===== src/rtl/bdf_sched_seq.sv =====
`default_nettype none
// ============================================================================
// Module   : bdf_sched_seq
// Brief    : Static BDF schedule sequencer. It replays a stored code program of
//            push/pop commands across buffers for N iterations, and stalls
//            each step until every addressed buffer is ready.
//            Optional stall counter: define BDF_SEQ_STALL_CNT_EN.
// Revision : 1.0 - initial release
// ============================================================================
module bdf_sched_seq #(
  parameter  int NUM_BUFFERS = 12,
  parameter  int CODE_LENGTH = 64,
  parameter  int ITER_WIDTH  = 16,
  localparam int CODE_WIDTH  = 2 * NUM_BUFFERS,
  localparam int AW          = $clog2(CODE_LENGTH)
) (
  input  logic                   clk,
  input  logic                   reset,
  input  logic                   prog_we,
  input  logic [AW-1:0]          prog_addr,
  input  logic [CODE_WIDTH-1:0]  prog_wdata,
  input  logic [AW:0]            prog_len,
  input  logic [ITER_WIDTH-1:0]  iterations,
  input  logic                   start,
  input  logic [NUM_BUFFERS-1:0] buf_ready,
  output logic [NUM_BUFFERS-1:0] buf_push,
  output logic [NUM_BUFFERS-1:0] buf_pop,
  output logic                   busy,
  output logic                   done,
  output logic [AW-1:0]          pc,
  output logic [ITER_WIDTH-1:0]  iter_cnt
`ifdef BDF_SEQ_STALL_CNT_EN
  ,
  output logic [31:0]            stall_cnt
`endif
);

  typedef enum logic [1:0] {
    S_IDLE = 2'd0,
    S_RUN  = 2'd1,
    S_DONE = 2'd2
  } state_t;

  localparam logic [AW:0] LEN_MAX = (AW + 1)'(CODE_LENGTH);

  state_t                   state_q;
  state_t                   state_d;
  logic [CODE_WIDTH-1:0]    code_mem [CODE_LENGTH];
  logic [CODE_WIDTH-1:0]    code_word;
  logic [NUM_BUFFERS-1:0]   push_fld;
  logic [NUM_BUFFERS-1:0]   pop_fld;
  logic [NUM_BUFFERS-1:0]   need;
  logic                     fire;
  logic                     accept;
  logic                     last_step;
  logic                     last_iter;
  logic [AW:0]              len_clamped;
  logic [AW:0]              len_q;
  logic [ITER_WIDTH-1:0]    iters_q;

  // Code store is deliberately unreset so a program survives a reset.
  always_ff @(posedge clk) begin
    if (prog_we && (state_q == S_IDLE)) begin
      code_mem[prog_addr] <= prog_wdata;
    end
  end

  assign code_word = code_mem[pc];

  for (genvar i = 0; i < NUM_BUFFERS; i++) begin : g_buf
    assign push_fld[i] = code_word[2*i];
    assign pop_fld[i]  = code_word[2*i+1];
    assign need[i]     = code_word[2*i] | code_word[2*i+1];
  end

  // An all-zero word needs no buffer, so it always fires.
  assign fire        = &(~need | buf_ready);
  assign accept      = (state_q == S_IDLE) && start;
  assign len_clamped = (prog_len > LEN_MAX) ? LEN_MAX : prog_len;
  assign last_step   = ({1'b0, pc} == (len_q - (AW + 1)'(1)));
  assign last_iter   = (iter_cnt == (iters_q - ITER_WIDTH'(1)));

  always_ff @(posedge clk or posedge reset) begin
    if (reset) begin
      state_q <= S_IDLE;
    end else begin
      state_q <= state_d;
    end
  end

  always_comb begin
    state_d  = state_q;
    busy     = 1'b0;
    done     = 1'b0;
    buf_push = '0;
    buf_pop  = '0;
    case (state_q)
      S_IDLE: begin
        if (start) begin
          state_d = ((len_clamped == '0) || (iterations == '0)) ? S_DONE : S_RUN;
        end
      end
      S_RUN: begin
        busy = 1'b1;
        if (fire) begin
          buf_push = push_fld;
          buf_pop  = pop_fld;
          if (last_step && last_iter) begin
            state_d = S_DONE;
          end
        end
      end
      S_DONE: begin
        done    = 1'b1;
        state_d = S_IDLE;
      end
      default: state_d = S_IDLE;
    endcase
  end

  always_ff @(posedge clk or posedge reset) begin
    if (reset) begin
      pc       <= '0;
      iter_cnt <= '0;
      len_q    <= '0;
      iters_q  <= '0;
    end else if (accept) begin
      pc       <= '0;
      iter_cnt <= '0;
      len_q    <= len_clamped;
      iters_q  <= iterations;
    end else if ((state_q == S_RUN) && fire) begin
      if (last_step) begin
        pc       <= '0;
        iter_cnt <= iter_cnt + ITER_WIDTH'(1);
      end else begin
        pc <= pc + AW'(1);
      end
    end
  end

`ifdef BDF_SEQ_STALL_CNT_EN
  always_ff @(posedge clk or posedge reset) begin
    if (reset) begin
      stall_cnt <= '0;
    end else if (accept) begin
      stall_cnt <= '0;
    end else if ((state_q == S_RUN) && !fire && (stall_cnt != '1)) begin
      stall_cnt <= stall_cnt + 32'd1;
    end
  end
`endif

endmodule
`default_nettype wire


===== config.mk =====
export PLATFORM = sky130hd
export DESIGN_NAME = bdf_sched_seq
export DESIGN_NICKNAME = d
export VERILOG_FILES = /design/src/rtl/bdf_sched_seq.sv
export SDC_FILE = /design/constraint.sdc
export NUM_CORES = 1
export LEC_CHECK = 0
export CAP_MARGIN = 10
export CORE_UTILIZATION = 45
export CTS_CLUSTER_SIZE = 10
export DETAILED_ROUTE_END_ITERATION = 12
export DONT_BUFFER_PORTS = 1
export PLACE_DENSITY_LB_ADDON = 0.25
export SLEW_MARGIN = 5
export SYNTH_ARGS = -nofsm -noshare
export SYNTH_HDL_FRONTEND = slang
export SYNTH_SLANG_ARGS = --single-unit

===== constraint.sdc =====
create_clock -name clk -period 8.17 [get_ports clk]
set_clock_uncertainty 0.1 [all_clocks]
set_input_delay 0.817 -clock clk [delete_from_list [all_inputs] [get_ports clk]]
set_output_delay 0.817 -clock clk [all_outputs]
set_load 0.02 [all_outputs]

## Word level (Yosys, flattened, before mapping)

Memory sizes are Yosys's and may differ from the RTL's.
Cells that the tools add are included.
W data, S select, Z words.

| operators by class | value |
|---|---|
| $add $sub $neg | 4 |
| magnitude comparators | 1 |
| eq/ne operators | 7 |
| multiplexer cells | 20 |
| bitwise operators | 14 |
| reductions and logical operators | 13 |

Operator list:

| operator | count |
|---|---|
| $mux W12 | 4 |
| $mux W16 | 3 |
| $mux W6 | 3 |
| $add A16 B1 Y16 const B | 1 |
| $eq A16 B16 Y1 | 1 |
| $logic_not A16 Y1 | 1 |
| $sub A16 B1 Y16 const B | 1 |
| $not A12 Y12 | 1 |
| $or A1 B1 Y1 | 12 |
| $or A12 B12 Y12 | 1 |
| $reduce_and A12 Y1 | 1 |
| $mux W2 | 4 |
| $eq A6 B7 Y1 | 1 |
| $gt A7 B7 Y1 const B | 1 |
| $logic_not A7 Y1 | 1 |
| $mux W7 | 1 |
| $sub A7 B1 Y7 const B | 1 |
| $add A6 B1 Y6 const B | 1 |
| $ne A2 B2 Y1 const B | 3 |
| $logic_and A1 B1 Y1 | 4 |
| $mux W1 | 4 |
| $pmux W2 S2 | 1 |
| $reduce_bool A2 Y1 | 2 |
| $reduce_and A3 Y1 | 1 |
| 5 further kinds | 5 |

| word-level totals | value |
|---|---|
| register bits after elaboration | 47 |
| RAM bits | 1536 |
| bits of input ports | 69 |
| output and inout port bits | 48 |
| logic and storage cells | 65 |
| memories | 1 |

Memory list:

| name | words | bits a word | read ports | clocked after Yosys merged registers in | write ports | RTL line | RTL |
|---|---|---|---|---|---|---|---|
| code_mem | 64 | 24 | 1 | 0 | 1 | 48 | `logic [CODE_WIDTH-1:0] code_mem [CODE_LENGTH];` |

## Logic depth before layout (Yosys ltp)

Gate-level depths: netlist (run 1).
An unclocked memory read counts as a cell.

| logic depth | value |
|---|---|
| depth in word-level cells | 8 |
| gate-level depth with buffers | 21 |
| mapped depth without buffers | 11 |

## Worst setup path before layout (run 1)

OpenSTA, ideal clock, no wires.

| path | value |
|---|---|
| kind | register -> output |
| from | reg pc[2] |
| to | out buf_push[5] |
| data arrival time | 4.602 ns |
| data required time | 7.253 ns |
| path slack | 2.651 ns |
| cell stages (with the launch flop) | 17 |
| cell sequence | dfrtp_1 buf_4 buf_4 buf_4 buf_4 buf_2 buf_2 buf_1 mux4_2 a32oi_1 o2111ai_1 a211o_1 o21bai_1 nand4b_1 nor3_2 nand2_1 nor4b_1 |

| on the way | value |
|---|---|
| word-level cells in the longest chain between the ends | 7 |

RTL lines:

| item | RTL line | RTL |
|---|---|---|
| start, declared | 30 | `output logic [AW-1:0] pc,` |
| start signal, assigned | 137 | `pc <= pc + AW'(1);` |
| $mem_v2 Z64 W24 * | n/a |  |
| $or A1 B1 Y1 | 73 | `assign need[i] = code_word[2*i] \| code_word[2*i+1];` |
| $not A12 Y12 | 77 | `assign fire = &(~need \| buf_ready);` |
| $or A12 B12 Y12 | 77 |  |
| $reduce_and A12 Y1 | 77 |  |
| $mux W12 * | 105 | `if (fire) begin` |
| $mux W12 * | 97 | `case (state_q)` |
| end, declared | 26 | `output logic [NUM_BUFFERS-1:0] buf_push,` |

Mark *: on every way between the ends. The rest lies on a longest branch, timed or not.

## Final worst setup path (run 1)

| path | value |
|---|---|
| from | reg pc[0] |
| to | out buf_push[1] |

The elaborated chain is that of the path after synthesis.

==> results of run 1 <==
## worst reg2reg max path, cell delays in order (launching register included)
cell and delay [ns]:
dfrtp_4 0.83, buf_12 0.48, nor2b_1 0.57, a22oi_1 0.14, a211oi_1 0.86, a31o_2 0.26, nor4b_1 0.06, nor4_1 0.38
nand4b_1 0.45, nor3_4 0.70, nand2_1 0.61, mux2i_1 0.55
## per-stage QoR
stage,std cells,util
floorplan,3180,-
global placement,4929,0.475
detailed placement,4931,0.475
CTS,5224,0.517
global route,5225,0.517
finish,5229,0.517
## area by class of cell
| type | instances | area [µm²] | share of cell area |
|---|---|---|---|
| clock inverter | 16 | 168 | 0.00235 |
| tap | 1794 | 2240 | 0.0315 |
| antenna | 4 | 10.0 | 0.000140 |
| multi-input combinational | 1406 | 14800 | 0.207 |
| timing repair buffer | 195 | 2070 | 0.0290 |
| sequential | 1583 | 47300 | 0.663 |
| clock buffer | 215 | 4680 | 0.0656 |
| inverter | 16 | 60.1 | 0.000842 |
## cells in the final DEF, fill, tap and decap left out, types with 54 or more instances in the layout
| cell type | count |
|---|---|
| mux4_2 | 304 |
| edfxtp_1 | 1536 |
| nor2_1 | 69 |
| nor2_4 | 64 |
| clkbuf_16 | 181 |
| nand2_1 | 160 |
| a22oi_1 | 79 |
| buf_4 | 124 |
| mux2i_1 | 210 |
| nand3_1 | 54 |
## logic make-up (layout without fill, tap and decap cells)
group	Yosys count	in the layout	synth area share
AO/OA/AOI/OAI	304	304	0.0340
AND/OR/NAND/NOR	521	521	0.0400
flip-flops	1583	1583	0.756
adder cells (fa/ha/maj)	4	4	0.000799
buffers and inverters	191	442	0.0165
XOR/XNOR	28	28	0.00392
multiplexers	549	549	0.149
other	0	4	0
## worst paths after layout
path	from	endpoint	slack [ns]	depth (start not counted)
max reg2reg	pc[0]	pc[1]	2.01	11
min in group asynchronous	reset	iters_q[11]	0.55	3
max in group asynchronous	reset	pc[1]	6.86	3
min reg2reg	len_q[6]	len_q[6]	0.42	2
max	pc[0]	buf_push[1]	0.12	12
min	iterations[12]	iters_q[12]	0.05	2
## registers in the layout (all words and copies together), names as in the netlist
signal	flops
code_mem	1536
iter_cnt	16
iters_q	16
len_q	7
pc	6
state_q	2
## what timing repair did
action	CTS	global route
hold buffers	61	0
cloned	0	0
gates resized for setup	1	0
setup endpoints to repair	2	2
hold endpoints to repair	1234	0
buffers inserted	1	1
## per-layer routing
metal	up-vias	wire length, µm	track usage
met5	-	136	0
met4	22	6170	0.0967
met3	334	22600	0.0747
met2	2187	88400	0.415
met1	18200	74200	0.377
li1	13400	-	-
## power by group
| part | switching, mW | internal (mW) | total (mW) |
|---|---|---|---|
| sequential | 0.0762 | 8.96 | 9.03 |
| combinational | 0.481 | 0.287 | 0.768 |
| clock | 3.04 | 3.97 | 7.02 |
==> results.ini, run 1 <==
[status]
status=complete, no violations

[clock_network]
cts_max_level=4
numCtsBuffers=179
cts_tree=done
worstSkewPairLatency_ns=0.82
ctsRootBufferMaster=clkbuf_16
clock_path_buffers=3
cts_sinks=1583
path_clk_slew_ns=0.06

[job]
drv_cap=0

[sta]
slew_headroom=0.121
worstMarginPinSlew_ns=1.32
setup_tns_ns=0
max_freq_ghz=0.124
post-route-period-util=0.985
setup_ws_ns=0.123
finalSetupViolations=0
period_needed_ns=8.05
final-max-slew-violation-count=0
rsz0062_at_grt=false
hold_viol_final=0
whs_ns=0.0473

[placement]
port_buffers=0
dpl.hpwl_mm=105
place_congestion=0.895
dp_slack_ns=0.808
place_area_mm2=0.0655

[global_route]
grtUsageTotal=0.272
grt_pass1_wl_mm=264
grt_pass1_vias=33800
grt_max_degree=81
grt_remaining_overflow=0
antenna_found_initial=17

[layout]
drive_above_1_share=0.230
area_growth_pct=13.9
fin_area_mm2=0.0713
nets=3454
fillers=10700

[detailed_routing]
drc=0
wire_per_inst_um=36.6
num_vias=34200
avgViaCountPerCell=6.54
final_antenna_net_count=0
firstDrtPassIters=6
drt-total-wl_mm=191
drt_iter0_drc=5149

[critical_path]
arrival_ns=7.13
startpoint_type=flip-flop
critPathSlowestCell=a211oi_1
crit_path_cell_trace=buf_12 > nor2b_1 > a22oi_1 > a211oi_1 > a31o_2 > nor4b_1 > nor4_1 > nand4b_1 > nor3_4 > nand2_1 > a211oi_1 > buf_4
cp-end-kind=output port
critPathKind=reg2out
cpMostUsedCell=a211oi_1
cp_num_buf_inv=2
worstPathRequired_ns=7.25
crit_family=simple AND/OR/NAND/NOR gates
slowest_delay_ns=0.86
worst-path-max-fanout=53

[floorplan]
die_w_um=375
rows=136
fp.dieH_um=375
initial_core_util=0.454
core_area_mm2=0.138
ioPinCount=117
dieArea_mm2=0.141

[logic_synthesis]
synth_top_area_cell=edfxtp_1
yosys_warnings=0
synth-seq-cells=1583
syn_area_mm2=0.0626
synth.area.top_cells=edfxtp_1 74%, mux4_2 11%, mux2i_1 3.4%, dfrtp_1 1.9%, nand2_1 0.96%
syn_inst=3180
synth_common_cells=1536 x edfxtp_1, 304 x mux4_2, 210 x mux2i_1, 160 x nand2_1, 134 x nor2_1
synthArstFlopShare=0.0297
synth-edff-count=1536
synth_top_area_frac=0.737
syn_area_per_cell_um2=19.7
yosys_most_used_dff=edfxtp_1
yosysSeqAreaShare=0.756
syn-num-nets=3253
post-synth-top-count-cell=edfxtp_1
ys_types=75

[worst_hold_path]
hold_class=in2reg

[pwr]
p_leak_nw=21.8
cellPowerDensity_mw_per_mm2=236
ir_worst_vdd_uv=271
power_mw=16.8

No activity file was read; power rests on OpenSTA's default activity.
==> run 2, diff against run 1 <==
SKIP_LAST_GASP = 1   (was not set)
==> results of run 2 <==
Final layout, timing and power as in run 1 (identical DEF).
